`config.mk`:
```
export PLATFORM = sky130hd
export DESIGN_NAME = demux_stream
export DESIGN_NICKNAME = d
export VERILOG_FILES = /design/src/rtl/demux_stream.sv
export SDC_FILE = /design/constraint.sdc
export NUM_CORES = 1
export LEC_CHECK = 0
export CORE_ASPECT_RATIO = 1.5
export CORE_UTILIZATION = 30
export DETAILED_ROUTE_END_ITERATION = 8
export DONT_BUFFER_PORTS = 1
export PLACE_DENSITY = 0.56
export SYNTH_ARGS = -nofsm -noshare
export SYNTH_HDL_FRONTEND = slang
export SYNTH_SLANG_ARGS = --single-unit
```
`constraint.sdc`:
```
create_clock -name Clk -period 3.4 [get_ports Clk]
set_clock_uncertainty 0.1 [all_clocks]
set_input_delay 0.68 -clock Clk [delete_from_list [all_inputs] [get_ports Clk]]
set_output_delay 0.68 -clock Clk [all_outputs]
set_load 0.01 [all_outputs]
```
`src/rtl/demux_stream.sv`:
```
// demux_stream: 1-to-N packet demultiplexer with valid/ready handshake.
// Each packet from the upstream stream is routed to one downstream channel,
// chosen by Select on the packet's first beat and held until its last beat.
// A single registered output entry is shared by all channels.
//
// Ports:
//   Clk        system clock (rising edge)
//   Reset      synchronous, active-high
//   Select     target channel, sampled on the first beat of a packet
//   Data_in    input beat
//   Valid_in   input beat valid
//   Last_in    input beat is the last of its packet
//   Ready_out  upstream may transfer (combinational)
//   Data_out   flat bus, channel k = [k*DATA_W +: DATA_W], all slices identical
//   Valid_out  one-hot (or zero) valid per channel
//   Last_out   last flag per channel, qualified by Valid_out
//   Ready_in   per-channel downstream ready
//   Err_out    one-cycle pulse when a packet is dropped (Select >= N_OUT)
module demux_stream #(
  parameter int unsigned DATA_W = 8,
  parameter int unsigned N_OUT  = 4,
  parameter int unsigned SEL_W  = 2
) (
  input  logic                    Clk,
  input  logic                    Reset,
  input  logic [SEL_W-1:0]        Select,
  input  logic [DATA_W-1:0]       Data_in,
  input  logic                    Valid_in,
  input  logic                    Last_in,
  output logic                    Ready_out,
  output logic [N_OUT*DATA_W-1:0] Data_out,
  output logic [N_OUT-1:0]        Valid_out,
  output logic [N_OUT-1:0]        Last_out,
  input  logic [N_OUT-1:0]        Ready_in,
  output logic                    Err_out
);

  localparam int unsigned NSEL = 1 << SEL_W;
  localparam logic [SEL_W:0] NOUT_L = (SEL_W+1)'(N_OUT);

  typedef enum logic [1:0] {
    ST_IDLE  = 2'd0,
    ST_ROUTE = 2'd1,
    ST_DROP  = 2'd2
  } state_e;

  state_e              state_q, state_d;
  logic [SEL_W-1:0]    cur_ch_q, cur_ch_d;
  logic [SEL_W-1:0]    out_ch_q, out_ch_d;
  logic [DATA_W-1:0]   data_q, data_d;
  logic [N_OUT-1:0]    vld_q, vld_d;
  logic [N_OUT-1:0]    last_q, last_d;
  logic                err_q, err_d;

  logic [NSEL-1:0]     rdy_pad;
  logic                out_vld;
  logic                drn;
  logic                sel_ok;
  logic                rdy;
  logic                acc;
  logic                load;
  logic [SEL_W-1:0]    load_ch;

  // Pad Ready_in to the full Select range so indexing never leaves the vector
  assign rdy_pad = NSEL'(Ready_in);
  assign out_vld = |vld_q;
  assign drn     = out_vld & rdy_pad[out_ch_q];
  assign sel_ok  = ({1'b0, Select} < NOUT_L);

  // State register
  always_ff @(posedge Clk) begin
    if (Reset) begin
      state_q <= ST_IDLE;
    end else begin
      state_q <= state_d;
    end
  end

  // Next-state logic
  always_comb begin
    state_d = state_q;
    unique case (state_q)
      ST_IDLE: begin
        if (acc && !Last_in) begin
          state_d = sel_ok ? ST_ROUTE : ST_DROP;
        end
      end
      ST_ROUTE, ST_DROP: begin
        if (acc && Last_in) begin
          state_d = ST_IDLE;
        end
      end
      default: state_d = ST_IDLE;
    endcase
  end

  // Handshake and output-register next values
  always_comb begin
    rdy      = 1'b0;
    acc      = 1'b0;
    load     = 1'b0;
    load_ch  = cur_ch_q;
    err_d    = 1'b0;
    cur_ch_d = cur_ch_q;
    out_ch_d = out_ch_q;
    data_d   = data_q;
    vld_d    = vld_q;
    last_d   = last_q;

    // A dropping packet never waits on the output entry
    rdy = (state_q == ST_DROP) ? 1'b1 : (!out_vld || rdy_pad[out_ch_q]);
    acc = Valid_in & rdy;

    unique case (state_q)
      ST_IDLE: begin
        load_ch = Select;
        load    = acc & sel_ok;
        err_d   = acc & !sel_ok;
        if (acc) begin
          cur_ch_d = Select;
        end
      end
      ST_ROUTE: begin
        load = acc;
      end
      default: begin
        load = 1'b0;
      end
    endcase

    // Load wins over drain: a same-cycle drain+load just replaces the entry
    if (load) begin
      out_ch_d = load_ch;
      data_d   = Data_in;
      vld_d    = N_OUT'(1) << load_ch;
      last_d   = Last_in ? (N_OUT'(1) << load_ch) : '0;
    end else if (drn) begin
      vld_d  = '0;
      last_d = '0;
    end

    Ready_out = rdy;
  end

  // Output entry and routing registers
  always_ff @(posedge Clk) begin
    if (Reset) begin
      cur_ch_q <= '0;
      out_ch_q <= '0;
      data_q   <= '0;
      vld_q    <= '0;
      last_q   <= '0;
      err_q    <= 1'b0;
    end else begin
      cur_ch_q <= cur_ch_d;
      out_ch_q <= out_ch_d;
      data_q   <= data_d;
      vld_q    <= vld_d;
      last_q   <= last_d;
      err_q    <= err_d;
    end
  end

  assign Data_out  = {N_OUT{data_q}};
  assign Valid_out = vld_q;
  assign Last_out  = last_q;
  assign Err_out   = err_q;

endmodule

```
==> flow_summary.json <==
{
  "outcome": "finished with violations",
  "violations": "design-rule violations",
  "cts_buffer_depth": 2,
  "coreArea_um2": 4280,
  "finalCriticalPeriod_ns": 2.54,
  "hold_viol_final": 0,
  "yosysWarningCount": 0,
  "fin_util": 0.289,
  "synth.area.top_cells": "dfxtp_1, buf_4, and3b_1",
  "synthCells": 156,
  "yosysUniqueCellTypes": 30,
  "instances_no_fill": 172,
  "cts.clk_slew.worst_paths_ns": 0.08,
  "rrSetupSlack_ns": 1.47,
  "synthAdderAreaFrac": 0,
  "pin_count": 60,
  "root_buffer": "clkbuf_8",
  "dp_cells": 168,
  "grt_pass1_wl_um": 4540,
  "track_usage": 0.116,
  "cts.sink_count": 21,
  "area_growth_pct": -8.60,
  "wl_per_cell_um": 16.3,
  "tns_ns": 0,
  "synth-edff-count": 0,
  "insertion_delay_ns": 0.26,
  "hold_class": "reg2reg",
  "std_cell_rows": 29,
  "antenna_cells": 0,
  "synth.avg_cell_area_um2": 8.67,
  "synth_top_area_frac": 0.311,
  "powerDensity_nw_per_um2": 491,
  "async_reset_ff_frac": 0,
  "startpoint": "out_ch_q[0]",
  "die_w_um": 56.8,
  "grt_max_degree": 28,
  "period_share": 0.748,
  "synth_common_cells": "buf_4, dfxtp_1, nand2_1, and3b_1, nor3b_1",
  "synth_most_common_cell": "buf_4",
  "ys_seq_elements": 21,
  "gp_congestion": 0.695,
  "via_count": 986,
  "synth_top_family_by_area": "simple AND/OR/NAND/NOR gates",
  "grt_pass1_vias": 980,
  "whs_ns": 0.391,
  "dr.pass1.iters": 6,
  "critical_path.cell_chain": "mux4_2 > or2_2",
  "viasPerCell": 5.73,
  "drtIter0Drc": 85,
  "rsz0062_at_grt": "no",
  "crit_fanout": 24,
  "layout-drive-gt1-share": 0.0714,
  "ctsResizeCount": 0,
  "reg2reg_depth": 3,
  "crit_path_end_kind": "primary output",
  "worstPathArrival_ns": 1.76,
  "crit_path_start_kind": "flip-flop",
  "drcViolationCount": 14,
  "crit_end": "Ready_out",
  "cts_tree": "yes",
  "p_leak_nw": 0.479,
  "yosys.area_share.simple": 0.300,
  "crit_required_ns": 2.62,
  "cp_slowest_cell": "mux4_2",
  "nFillCells": 472,
  "die_y_um": 84.2,
  "hold_buffers": 0,
  "cts_setup_buffers": 0,
  "worstSetupPathType": "reg2out",
  "hpwl_um": 1980,
  "port_buffers": 0,
  "route.antenna.remaining_nets": 0,
  "power_w": 0.000607,
  "final_max_slew_viol_count": 0,
  "syn-num-nets": 174,
  "synth_compound_area_frac": 0.149,
  "dieArea_um2": 4790,
  "nets": 145,
  "vdd_drop_max_mv": 0.157,
  "antenna_found_initial": 0,
  "timing.rr.end": "Valid_out[1]",
  "drv_cap": 0,
  "start_util": 0.316,
  "fmax_mhz": 393,
  "synth_ff_type": "dfxtp_1",
  "critPathMaxStageDelay_ns": 0.73,
  "synth-seq-area-share": 0.311,
  "cts_made_buffers": 3,
  "yosysTopAreaCell": "dfxtp_1",
  "synth_mux_area_frac": 0.0546,
  "htree_num_levels": 1,
  "setup_violations": 0,
  "syn-cell-area_um2": 1350,
  "drt-total-wl_um": 2810,
  "grt_overflow": 0,
  "synth_xor_area_frac": 0,
  "rr_startpoint": "out_ch_q[0]"
}
==> per-layer routing <==
| metal | vias to the layer above | global-route usage | part of all wire |
|---|---|---|---|
| met5 | - | 0 | 0 |
| met4 | 0 | 0.0310 | 0.0068 |
| met3 | 2 | 0.0447 | 0.089 |
| met2 | 37 | 0.212 | 0.51 |
| met1 | 467 | 0.123 | 0.39 |
| li1 | 480 | - | - |
==> report_power, final <==
part,total [W],switching [W],internal (W)
clock network,0.000163,0.0000814,0.0000816
logic,0.000109,0.0000590,0.0000498
registers,0.000335,0.0000651,0.000270
total,0.000607,0.000206,0.000402
==> layout make-up <==
cell class / count / area, um2 / share of cell area
tap: 46 / 57.6 / 0.0466
clock inverter: 1 / 5.00 / 0.00405
timing repair buffer: 1 / 7.51 / 0.00607
multi-input combinational: 97 / 693 / 0.561
sequential: 21 / 420 / 0.340
clock buffer: 3 / 41.3 / 0.0334
inverter: 3 / 11.3 / 0.00911
==> sequential cells by signal, summed over array words and instances, names as in the netlist <==
name	count
Last_out	4
out_ch_q	2
Valid_out	4
cur_ch_q	2
data_q	8
state_q	1
==> how the worst min path moves through the flow <==
stage | cells past startpoint | end | slack [ns] | from
after global placement | 2 | out_ch_q[1] | 0.37 | out_ch_q[1]
after floorplan | 2 | out_ch_q[1] | 0.35 | out_ch_q[1]
final | 2 | out_ch_q[1] | 0.39 | out_ch_q[1]
after detailed placement | 2 | out_ch_q[1] | 0.38 | out_ch_q[1]
after CTS | 1 | out_ch_q[1] | 0.39 | Reset
after global routing | 1 | out_ch_q[1] | 0.39 | Reset
==> layout by cell type, fill, tap and decap left out, drive strengths merged <==
cell	n
a21oi	8
a221oi	1
and2	1
and3	1
and3b	11
buf	1
clkbuf	3
clkinv	1
conb	1
dfxtp	21
inv	3
mux2	1
mux2i	4
mux4	1
nand2	16
nand3	8
nor2	1
nor2b	1
nor3	1
nor3b	11
nor4	1
o211a	3
o211ai	2
o21a	1
o21ai	6
o2bb2ai	4
o32ai	4
or2	1
or4b	8
==> worst max-delay path: cells and delay by family (launching register included) <==
family        cells  cell delay, ns
flops             1            0.39
simple gates      1            0.39
mux               1            0.73
==> metrics by stage <==
step	worst slack, ns	cell area [um2]
after floorplan	0.836	1350
after global placement	0.908	1190
after detailed placement	0.890	1190
after CTS	0.855	1240
after global routing	0.784	1240
final	0.857	1240
==> kinds of logic (layout without fill, tap and decap cells) <==
family          count (synthesis)  in the layout
compound gates                 29             29
buf+inv                        38              8
flops                          21             21
mux                             6              6
other cells                     1              1
simple gates                   61             61
Note: power is estimated with default switching activity, not from simulation.
